[src/rtl/reg_write_arbiter_pkg.sv]
// Shared constants for the register-file write arbiter: default widths,
// requester slot numbers and the hard-wired zero register index.
package reg_write_arbiter_pkg;

  localparam int DW_DEFAULT = 16;
  localparam int AW_DEFAULT = 3;
  localparam int NUM_REQ    = 3;

  localparam int REQ_ALU  = 0;
  localparam int REQ_MEM  = 1;
  localparam int REQ_LINK = 2;

  localparam int ZERO_REG = 0;

  localparam logic [1:0] PTR_ILLEGAL = 2'd3;

  // Round-robin successor of a requester index; wraps 2 -> 0.
  function automatic logic [1:0] next_ptr(input logic [1:0] idx);
    return (idx >= 2'd2) ? 2'd0 : idx + 2'd1;
  endfunction

endpackage

[src/rtl/reg_write_arbiter_rr_pick3.sv]
// Combinational three-way round-robin picker: lowest eligible requester
// at or after the pointer wins; returns a one-hot winner and a valid flag.
module rr_pick3
  import reg_write_arbiter_pkg::*;
(
  input  logic [NUM_REQ-1:0] req,
  input  logic [NUM_REQ-1:0] mask,
  input  logic [1:0]         ptr,
  output logic [NUM_REQ-1:0] winner,
  output logic               valid
);

  logic [NUM_REQ-1:0] elig;
  logic [NUM_REQ-1:0] rot;
  logic [NUM_REQ-1:0] rot_first;
  logic [1:0]         start;

  assign elig  = req & mask;
  assign start = (ptr == PTR_ILLEGAL) ? 2'd0 : ptr;
  assign valid = |elig;

  // Rotate so the search start sits at bit 0, isolate the lowest set bit,
  // then rotate back to requester numbering.
  always_comb begin
    rot = elig;
    case (start)
      2'd1:    rot = {elig[0], elig[2:1]};
      2'd2:    rot = {elig[1:0], elig[2]};
      default: rot = elig;
    endcase
  end

  assign rot_first = rot & (~rot + 3'd1);

  always_comb begin
    winner = rot_first;
    case (start)
      2'd1:    winner = {rot_first[1:0], rot_first[2]};
      2'd2:    winner = {rot_first[0], rot_first[2:1]};
      default: winner = rot_first;
    endcase
  end

endmodule

[src/rtl/reg_write_arbiter.sv]
// Arbitrates three register-file write sources (ALU, load, link) onto a
// single registered write port with round-robin fairness.
module reg_write_arbiter
  import reg_write_arbiter_pkg::*;
#(
  parameter int DW = DW_DEFAULT,
  parameter int AW = AW_DEFAULT
)
(
  input  logic          clk,
  input  logic          reset,
  input  logic          stall,
  input  logic [2:0]    req,
  input  logic [AW-1:0] addr0,
  input  logic [AW-1:0] addr1,
  input  logic [AW-1:0] addr2,
  input  logic [DW-1:0] data0,
  input  logic [DW-1:0] data1,
  input  logic [DW-1:0] data2,
  output logic [2:0]    grant,
  output logic          wr_en,
  output logic [AW-1:0] wr_addr,
  output logic [DW-1:0] wr_data,
  output logic          busy
);

  logic [1:0]    ptr_reg;
  logic [2:0]    winner;
  logic          win_valid;
  logic [1:0]    win_idx;
  logic [AW-1:0] sel_addr;
  logic [DW-1:0] sel_data;

  // A requester granted last cycle is masked out so it cannot win twice in a row.
  rr_pick3 u_pick (
    .req    (req),
    .mask   (~grant),
    .ptr    (ptr_reg),
    .winner (winner),
    .valid  (win_valid)
  );

  always_comb begin
    win_idx  = 2'(REQ_ALU);
    sel_addr = addr0;
    sel_data = data0;
    if (winner[REQ_MEM]) begin
      win_idx  = 2'(REQ_MEM);
      sel_addr = addr1;
      sel_data = data1;
    end else if (winner[REQ_LINK]) begin
      win_idx  = 2'(REQ_LINK);
      sel_addr = addr2;
      sel_data = data2;
    end
  end

  always_ff @(posedge clk) begin
    if (reset) begin
      ptr_reg <= 2'd0;
      grant   <= '0;
      wr_en   <= 1'b0;
      wr_addr <= '0;
      wr_data <= '0;
      busy    <= 1'b0;
    end else if (stall) begin
      grant <= '0;
      wr_en <= 1'b0;
      busy  <= |req;
    end else begin
      grant <= winner;
      busy  <= |(req & ~winner);
      if (win_valid) begin
        ptr_reg <= next_ptr(win_idx);
        wr_addr <= sel_addr;
        wr_data <= sel_data;
        // Writes to the zero register still consume a grant but never strobe the bank.
        wr_en   <= (sel_addr != AW'(ZERO_REG));
      end else begin
        wr_en <= 1'b0;
      end
    end
  end

endmodule

[config.mk]
export PLATFORM = sky130hd
export DESIGN_NAME = reg_write_arbiter
export DESIGN_NICKNAME = d
export VERILOG_FILES = /design/src/rtl/reg_write_arbiter_pkg.sv /design/src/rtl/reg_write_arbiter_rr_pick3.sv /design/src/rtl/reg_write_arbiter.sv
export SDC_FILE = /design/constraint.sdc
export NUM_CORES = 1
export LEC_CHECK = 0
export CORE_MARGIN = 10
export CORE_UTILIZATION = 38
export CTS_CLUSTER_DIAMETER = 80
export DETAILED_ROUTE_END_ITERATION = 8
export HOLD_SLACK_MARGIN = 0.1
export PLACE_DENSITY = 0.8
export SETUP_SLACK_MARGIN = 0.15
export SLEW_MARGIN = 25
export SYNTH_ARGS = -nofsm -noshare
export SYNTH_HDL_FRONTEND = slang
export SYNTH_SLANG_ARGS = --single-unit
[constraint.sdc]
create_clock -name clk -period 3.3 [get_ports clk]
set_clock_uncertainty 0.1 [all_clocks]
set_input_delay 0.825 -clock clk [delete_from_list [all_inputs] [get_ports clk]]
set_output_delay 0.825 -clock clk [all_outputs]
set_load 0.02 [all_outputs]
==> run metrics <==
status=complete, no violations; Initial Utilization=0.3872; relative slew slack=0.5327; row count=23; reg-to-reg slack, setup=0.78 ns; Critical Path AT=3.02 ns; Worst-path clk slew=0.09 ns; Nets=325; # diodes=0; clk buf depth=2; HP Start=wr_addr[0]; Tmin final=approximately 3 ns; input/output buffers=86; max FFs per register=16; final worst-path cycle share=0.8881; DRC errors left=0; count leader, synth=dfxtp_1; CTS buffer count=3; number of DRC markers in iteration 0=73; Placeable Area=3971 um^2; Seq cells post-synth=26; pwr/cell area=336.9 nW/um^2; Hold/Removal Path Class=reg2reg; WHS Path Cells=1; CP Cell Sequence=clkdlybuf4s50_1 -> nand2b_4 -> or4b_4 -> a2111oi_4 -> or2_2 -> nand2_4 -> o221ai_1; largest net degree at the start of global routing=23; die height=83.62 um; Skew-Pair Late Insertion Delay=0.27 ns; Synth top cells by count=dfxtp_1, inv_1, mux2i_1, nand2_1, o221ai_2; layout cells sized above 1=0.1167; Avg Vias per Cell=approximately 5; Area contributors post-synth=dfxtp_1, mux2i_1, o221ai_2, inv_1, nand2_1; vias in the first global route=1638; Max IR drop VDD=approximately 0.18 mV; first-pass GRT wire length=7969 um; Avg Cell Area, Syn=9.153 um^2; gpl congestion=0.8419; Mapped Area=roughly 1500 um^2; Cell variety after synth=42; Final Slew Violations=0; reg-to-reg endpoint=wr_data[11]; reg2reg path depth=7; RR Startpoint=ptr_reg[1]; # clock sinks=26; hold_ws=roughly 0.36 ns; Buf+Inv Stages, Crit Path=1; CP max stage delay=0.53 ns; crit path kind=in2reg; register area share after synthesis=0.3385; Max Fclk=0.3412 GHz; Die Wd=83.62 um; DP HPWL=4145 um; Die ar.=6991 um^2; fin worst setup slack=0.3694 ns; Yosys warnings=0; utilization after layout=0.6380; Area Overhead vs Synth=64.77%; hold endpoint=wr_addr[0]; Post-Syn Instances=168; I/O pins=87; final setup violating endpoints=0; All-Layer GR Usage=0.1346; ys flop type=dfxtp_1; DRT antenna net count=0; final wirelength=~5000 um; ys async rst share=0; CTS tree=yes; number of flops mapped to enable cells by yosys=0; Net Count, Synth=~230; RSZ-0062 raised after global routing=false; Top Registers=wr_data: 16 flops, grant: 3 flops, wr_addr: 3 flops; Top delay family on crit path=simple AND/OR/NAND/NOR gates; Yosys top cell area share=0.3385; pre-CTS setup slack=-0.03195 ns; initial antenna violation count=0; Worst path slowest cell=clkdlybuf4s50_1; detailed-route via count=1578; drt first pass iters=4; startpoint types=input port; CTS root buffer=clkbuf_8; Reg with most FFs=wr_data; WP data required=approximately 3.4 ns; Avg WL per Cell=between 15 and 20 um; worst slew pin tran=about 0.7 ns; P_leak=0.001102 uW; Hold Vio Cnt, Final=0; Worst setup EP type=register; Max-cap violations=0; Congestion Overflow GR=0; Worst Path Max Fanout=17; area leader, netlist=dfxtp_1; H-tree levels=1; Levels on crit path=7
[worst reg2reg max path: stages (launching register included)]
cell and delay (ns):
dfxtp_1 0.38, inv_1 0.06, ha_1 0.26, or4b_4 0.57, a2111oi_4 0.40, or2_2 0.25, nand2_4 0.17, o221ai_1 0.25
[stage by stage]
stage                     total power, uW  cell area (um^2)  TNS (ns)  std cells
after floorplan                     513.0              1538         0        168
after global placement              672.9              2485         0        304
after detailed placement            679.3              2485   -0.1176        304
after CTS                           858.6              2526         0        307
after global routing                895.7              2534         0        307
final                               853.6              2534         0        307
[per-layer routing]
metal	up-vias	routed length, um	track usage
li1	789	-	-
met1	723	1958	0.1402
met2	57	2539	0.2328
met3	9	473	0.06250
met4	0	80	0.04414
met5	-	0	0
[repair_timing]
| item | CTS | global route |
|---|---|---|
| endpoints found under the hold margin | 0 | 0 |
| endpoints found under the setup margin | 0 | 9 |
| resized for setup | 0 | 1 |
| hold buffers | 0 | 0 |
| setup buffers | 0 | 0 |
[worst max-delay path by stage]
stage                      start     endpoint  slack [ns]
after detailed placement  req[1]  wr_data[11]       -0.03
after global placement    req[1]   wr_data[7]        0.05
after global routing      req[1]  wr_data[11]        0.23
after floorplan           req[0]        wr_en        0.62
after CTS                 req[1]  wr_data[11]        0.25
final                     req[1]  wr_data[11]        0.37
[layout by cell type, fill, tap and decap left out, drive strengths merged, types with 3 or more instances in the layout]
| master | count |
|---|---|
| a2111oi | 3 |
| a21o | 3 |
| a21oi | 3 |
| a31oi | 4 |
| and3b | 3 |
| buf | 6 |
| clkbuf | 3 |
| clkdlybuf4s50 | 86 |
| dfxtp | 26 |
| ha | 3 |
| inv | 23 |
| mux2i | 18 |
| nand2 | 20 |
| nand2b | 3 |
| nor2 | 7 |
| nor2b | 3 |
| nor3 | 3 |
| o21ai | 6 |
| o221ai | 16 |
[power by group]
group	internal (uW)	switching, uW	leakage [uW]
combinational	171	142	0.000867
clock	81.9	99.9	0.0000216
sequential	343	15.1	0.000214
[layout make-up]
type,instances,area (um^2)
clock buffers,3,41.29
fillers,339,1438
inverters,23,86.33
multi-input cells,113,904.6
flip-flops and latches,26,520.5
well taps,50,62.56
repair buffers,92,918.4
[kinds of logic (layout without fill, tap and decap cells)]
family          after synthesis  count (layout)  share of synthesized area
simple gates                 49              49                     0.1806
compound gates               43              43                     0.2596
buf+inv                      29             118                    0.07973
flops                        26              26                     0.3385
mux                          18              18                     0.1172
fa+ha+maj                     3               3                    0.02441
(Power assumes the default switching activity.)
